File: config.mk
export PLATFORM = sky130hd
export DESIGN_NAME = ceespu_int_ctrl
export DESIGN_NICKNAME = d
export VERILOG_FILES = /design/src/rtl/ceespu_int_ctrl.sv
export SDC_FILE = /design/constraint.sdc
export NUM_CORES = 1
export LEC_CHECK = 0
export CAP_MARGIN = 20
export CORE_MARGIN = 2
export CORE_UTILIZATION = 30
export DETAILED_ROUTE_END_ITERATION = 8
export GPL_TIMING_DRIVEN = 0
export PLACE_DENSITY = 0.72
export SYNTH_ARGS = -nofsm -noshare
export SYNTH_HDL_FRONTEND = slang
export SYNTH_SLANG_ARGS = --single-unit
File: constraint.sdc
create_clock -name I_clk -period 1.1 [get_ports I_clk]
set_input_delay 0.11 -clock I_clk [delete_from_list [all_inputs] [get_ports I_clk]]
set_output_delay 0.11 -clock I_clk [all_outputs]
set_load 0.02 [all_outputs]
File: src/rtl/ceespu_int_ctrl.sv
// Four-source interrupt controller: rising-edge capture into pending bits, fixed priority (0 highest),
// one-shot request/acknowledge toward decode. Define CEESPU_INT_MASK_EN for a writable enable mask.
module ceespu_int_ctrl (
    input  logic       I_clk,
    input  logic       I_rst,
    input  logic [3:0] I_irq,
    input  logic       I_int_ack,
    input  logic [3:0] I_clear,
    input  logic       I_mask_we,
    input  logic [3:0] I_mask_data,
    output logic       O_int,
    output logic [1:0] O_int_vector,
    output logic [3:0] O_pending,
    output logic [3:0] O_overflow,
    output logic [3:0] O_mask
);

    // Handshake: O_int/O_int_vector are held from REQ entry until the cycle I_int_ack is
    // sampled high (served) or I_clear of the latched source withdraws the request.
    typedef enum logic [1:0] {IDLE, REQ, HOLDOFF} state_t;

    state_t     state;
    logic [3:0] irq_q;
    logic [3:0] pending;
    logic [3:0] overflow;
    logic [3:0] mask;
    logic [3:0] edge_det;
    logic [3:0] ack_clr;
    logic [3:0] pend_nxt;
    logic [3:0] ovf_nxt;
    logic [3:0] req_bits;
    logic [1:0] prio_vec;

`ifdef CEESPU_INT_MASK_EN
    always_ff @(posedge I_clk) begin
        if (I_rst) begin
            mask <= 4'b1111;
        end else if (I_mask_we) begin
            mask <= I_mask_data;
        end
    end
`else
    logic unused_mask_in;
    assign unused_mask_in = ^{I_mask_we, I_mask_data};
    assign mask = 4'b1111;
`endif

    assign edge_det = I_irq & ~irq_q;
    // O_int_vector equals the latched vector whenever the state is REQ.
    assign ack_clr  = (state == REQ && I_int_ack) ? (4'b0001 << O_int_vector) : 4'b0000;
    assign pend_nxt = edge_det | (pending & ~(I_clear | ack_clr));
    // A clear coinciding with an edge leaves the overflow flag untouched.
    assign ovf_nxt  = (overflow & ~(I_clear & ~edge_det)) | (edge_det & pending & ~I_clear);
    assign req_bits = pending & mask;

    always_comb begin
        prio_vec = 2'd0;
        if (req_bits[0])      prio_vec = 2'd0;
        else if (req_bits[1]) prio_vec = 2'd1;
        else if (req_bits[2]) prio_vec = 2'd2;
        else if (req_bits[3]) prio_vec = 2'd3;
    end

    always_ff @(posedge I_clk) begin
        if (I_rst) begin
            irq_q    <= I_irq;
            pending  <= 4'b0000;
            overflow <= 4'b0000;
        end else begin
            irq_q    <= I_irq;
            pending  <= pend_nxt;
            overflow <= ovf_nxt;
        end
    end

    always_ff @(posedge I_clk) begin
        if (I_rst) begin
            state        <= IDLE;
            O_int        <= 1'b0;
            O_int_vector <= 2'd0;
        end else begin
            case (state)
                IDLE: begin
                    if (|req_bits) begin
                        state        <= REQ;
                        O_int        <= 1'b1;
                        O_int_vector <= prio_vec;
                    end
                end
                REQ: begin
                    if (I_int_ack) begin
                        state        <= HOLDOFF;
                        O_int        <= 1'b0;
                        O_int_vector <= 2'd0;
                    end else if (I_clear[O_int_vector]) begin
                        state        <= IDLE;
                        O_int        <= 1'b0;
                        O_int_vector <= 2'd0;
                    end
                end
                HOLDOFF: begin
                    state        <= IDLE;
                    O_int        <= 1'b0;
                    O_int_vector <= 2'd0;
                end
                default: begin
                    state        <= IDLE;
                    O_int        <= 1'b0;
                    O_int_vector <= 2'd0;
                end
            endcase
        end
    end

    assign O_pending  = pending;
    assign O_overflow = overflow;
    assign O_mask     = mask;

endmodule
After elaboration in Yosys (flattened, before gate mapping)
Cells that the tools add are included.
{"block": "totals", "ff_bits": 17, "out_inout_bits": 15, "input_bits": 16, "word_cells": 47}
{"block": "op_classes", "magnitude_cmp": 1, "n_mux": 18, "n_reduce_logical": 4, "n_bitwise": 14, "n_shift": 1, "n_eq_ne": 3}
{"cell": "bitwise AND 4 bit", "n": 6}
{"cell": "inverter 4 bit", "n": 5}
{"cell": "2-to-1 mux 2 bit", "n": 9}
{"cell": "bitwise OR 4 bit", "n": 3}
{"cell": "one-hot mux 2 bit (2 select lines)", "n": 2}
{"cell": "2-to-1 mux 1 bit", "n": 4}
{"cell": "2-to-1 mux 4 bit", "n": 1}
{"cell": "OR reduction 4 bit", "n": 1}
{"cell": "<< shifter 1 x 2 -> 4 bit (first input constant)", "n": 1}
{"cell": "less-than comparator 2 x 3 -> 1 bit (second input constant)", "n": 1}
{"cell": "!= test 3 x 2 -> 1 bit (second input constant)", "n": 1}
{"cell": "binary-select mux 1 bit (select 2 bit)", "n": 1}
{"cell": "equality test 2 x 1 -> 1 bit (second input constant)", "n": 1}
{"cell": "zero test 2 bit", "n": 1}
{"cell": "!= test 2 bit (second input constant)", "n": 1}
{"cell": "one-hot mux 1 bit (2 select lines)", "n": 1}
{"cell": "AND reduction 2 bit", "n": 1}
{"cell": "logical AND 1 bit", "n": 1}

Longest topological paths before layout
{"block": "depth", "ltp_word": 7, "mapped_depth": 4, "ltp_nobuf": 3}

Least setup slack after synthesis
No wires, ideal clock.
{"block": "synth_path", "path_kind": "register -> register", "start": "register O_int_vector[0]", "end": "register O_int", "period_less_slack_ns": 1.355, "path_buffers": 1, "setup_slack_ns": -0.255, "stages_incl_launch_ff": 5, "required_time_ns": 0.997, "setup_ns": 0.103, "t_arrival_ns": 1.252, "cell_sequence": "dfxtp_1 buf_6 mux2i_4 a22oi_2 a2111oi_2"}
{"block": "synth_between", "elab_chain_cells": 4}
{"item": "start, declared", "line_no": "12", "text": "output logic [1:0] O_int_vector,"}
{"item": "start signal, assigned", "line_no": "87", "text": "O_int_vector <= prio_vec;"}
{"item": "binary-select mux 1 bit (select 2 bit)", "line_no": "95", "text": "end else if (I_clear[O_int_vector]) begin"}
{"item": "2-to-1 mux 1 bit (implied by the code)", "line_no": "95"}
{"item": "!= test 3 x 2 -> 1 bit (no line)"}
{"item": "AND reduction 2 bit (no line)"}
{"item": "end signal, assigned", "line_no": "93", "text": "O_int <= 1'b0;"}
{"item": "end signal, assigned", "line_no": "97", "text": "O_int <= 1'b0;"}
{"item": "end signal, assigned", "line_no": "103", "text": "O_int <= 1'b0;"}
{"item": "end, declared", "line_no": "11", "text": "output logic O_int,"}
No other way between the ends. The select of a mux whose other input is x is not followed.
A chain may end at the register's enable or synchronous reset.

Final worst setup path
Ends and elaborated chain as after synthesis.

==> results.json <==
{
  "critPathLaunchType": "flip-flop",
  "syn_area_per_cell_um2": 9.67,
  "n_antenna_cell": 0,
  "hp-class": "primary input to flip-flop",
  "path_buf_inv": 1,
  "syn_inst": 77,
  "p_seq_frac": 0.489,
  "crit_arrival_ns": 1.41,
  "cp.required_ns": 1.29,
  "critPathMaxFanout": 6,
  "mostFrequentLayoutCells": "10 x clkdlybuf4s50_1, 9 x a21oi_1, 8 x dfxtp_1, 6 x nand3b_1, 6 x buf_4",
  "place_inst": 131,
  "placed_area_um2": 1010,
  "fp-row-count": 18,
  "max_freq_mhz": 820,
  "remaining_drc_errors": 0,
  "fin_util": 0.448,
  "vias_per_cell": 4.84,
  "die_y_um": 53.8,
  "ys_seq_area_frac": 0.430,
  "slowest_delay_ns": 0.36,
  "initial_core_util": 0.309,
  "ir_drop_uv": 517,
  "rsz0062_at_grt": "true",
  "fin_ws_ns": -0.120,
  "p_switching_mw": 0.360,
  "avgRoutedWirePerCell_um": 11.4,
  "cp_top_family": "compound AO/OA/AOI/OAI gates",
  "violations": "setup timing",
  "p_sw_frac": 0.272,
  "cts.clk_slew.worst_paths_ns": 0.10,
  "combPwrFrac": 0.216,
  "hold_viol": 0,
  "grt.total_usage": 0.127,
  "gp_congestion": 0.823,
  "cp_cell_sequence": "buf_8 > mux2i_2 > a22oi_2 > a2111oi_2",
  "dr.pass1.iters": 3,
  "pin_count": 31,
  "grt_antenna_before_repair": 0,
  "final_common_cell": "clkdlybuf4s50_1",
  "critPathCaptureType": "flip-flop",
  "io_buffer_count": 21,
  "yosysUniqueCellTypes": 25,
  "finalSetupTns_ns": -0.323,
  "grt_max_degree": 11,
  "finalCritPeriodShare": 1.11,
  "grt_pass1_wl_um": 2660,
  "clk_latency_ns": 0.28,
  "fin_area_um2": 1080,
  "ctsHtreeMaxLevel": 1,
  "syn_area_um2": 744,
  "finalSetupViolations": 4,
  "power-per-cell-area_nw_per_um2": 1230,
  "fin_worst_skew_ns": 0.00441,
  "clock_path_buffers": 2,
  "fin_cells": 137,
  "p_int_mw": 0.963,
  "cts_buffers": 3,
  "die_area_um2": 2900,
  "cts_tree": "yes",
  "wl_um": 1560,
  "period_needed_ns": 1.22,
  "area_growth_pct": 44.9,
  "p_clk_frac": 0.294,
  "criticalPathCategory": "flip-flop to flip-flop",
  "n_fill_cell": 227,
  "grt_pass1_vias": 601,
  "final_layout_size_suffix_gt1_frac": 0.374,
  "ys_warn_count": 0,
  "ant_nets": 0,
  "vias": 663,
  "dieWidth_um": 53.8,
  "status": "finished with violations",
  "overflow": 0,
  "power.leakage_nw": 0.425,
  "drv_cap": 0,
  "crit_path_top_delay_cell": "dfxtp_4",
  "dp_hpwl_um": 1180,
  "core-area_um2": 2410,
  "cts.sinks": 16,
  "root_buffer": "clkbuf_4",
  "first_iter_violations": 1,
  "ys_seq_elements": 16,
  "drv_slew": 0,
  "nets": 124
}
Yosys cell counts, drive strengths merged:
cell type	number	area, um^2
nand3b	6	45.0
nand3	1	5.00
dfxtp	16	320
o311ai	4	35.0
clkbuf	1	3.75
a311o	1	10.0
and3b	4	35.0
nor3	2	15.0
nor4	1	6.26
nor2	2	7.51
or4	1	7.51
mux2i	2	36.3
a2111oi	1	15.0
o21ba	1	10.0
nor2b	2	12.5
inv	6	22.5
nand2b	4	25.0
a21oi	9	45.0
o21ai	6	30.0
conb	1	3.75
buf	5	41.3
a22oi	1	12.5
layout make-up:
cell class / instances / area, um^2 / share of cell area
Buffer: 6 / 50.0 / 0.0464
Clock buffer: 4 / 36.3 / 0.0336
Inverter: 6 / 22.5 / 0.0209
Multi-Input combinational cell: 52 / 387 / 0.358
Sequential cell: 16 / 340 / 0.316
Tap cell: 30 / 37.5 / 0.0348
Timing Repair Buffer: 23 / 205 / 0.190
path summary, 6_finish.rpt:
kind                                     start  depth (start not counted)                 end  slack (ns)
setup / recovery  O_int_vector[0]$_SDFFE_PP0P_                          4  O_int$_SDFFE_PP0P_       -0.12
hold / removal                        I_irq[0]                          1    irq_q[0]$_DFF_P_        0.35
setup reg to reg  O_int_vector[0]$_SDFFE_PP0P_                          4  O_int$_SDFFE_PP0P_       -0.12
hold reg to reg             O_int$_SDFFE_PP0P_                          1  O_int$_SDFFE_PP0P_        0.49
power by group through the flow:
stage	registers [mW]	clock network (mW)	logic [mW]
3_3_place_gp	0.660	0	0.276
4_1_cts	0.650	0.402	0.280
2_1_floorplan	0.681	0	0.143
5_1_grt	0.655	0.431	0.309
3_5_place_dp	0.662	0	0.279
6_report	0.648	0.390	0.286
state kept, by name, indices dropped and copies added, names as in the netlist:
signal,count
O_int_vector,2
O_overflow,4
O_pending,4
state,1
irq_q,4
O_int,1
routing by layer:
layer	wire [um]	GRT usage	vias up
li1	-	-	334
met3	58	0.0167	2
met4	19	0.0769	0
met2	759	0.203	12
met1	722	0.160	315
met5	0	0	-
timing repair:
item                       in CTS  in global routing
pin swaps                       2                  3
resized for setup              33                 15
setup buffers                   1                  1
setup endpoints to repair      18                 16
hold buffers                    0                  0
gates cloned                    0                  0
kinds of logic after synthesis:
group | share of synthesized area
simple gates | 0.213
flops | 0.430
compound gates | 0.212
buf+inv | 0.0907
mux | 0.0487
other cells | 0.00504
per-stage QoR:
| stage | hold slack [ns] | setup slack [ns] | total power, mW |
|---|---|---|---|
| CTS | 0.340 | -0.144 | 1.33 |
| detailed placement | 0.480 | -0.361 | 0.941 |
| global route | 0.350 | -0.185 | 1.40 |
| global placement | 0.481 | -0.343 | 0.936 |
| finish | 0.350 | -0.120 | 1.32 |
| floorplan | 0.138 | -0.102 | 0.824 |
(Power assumes the default switching activity.)
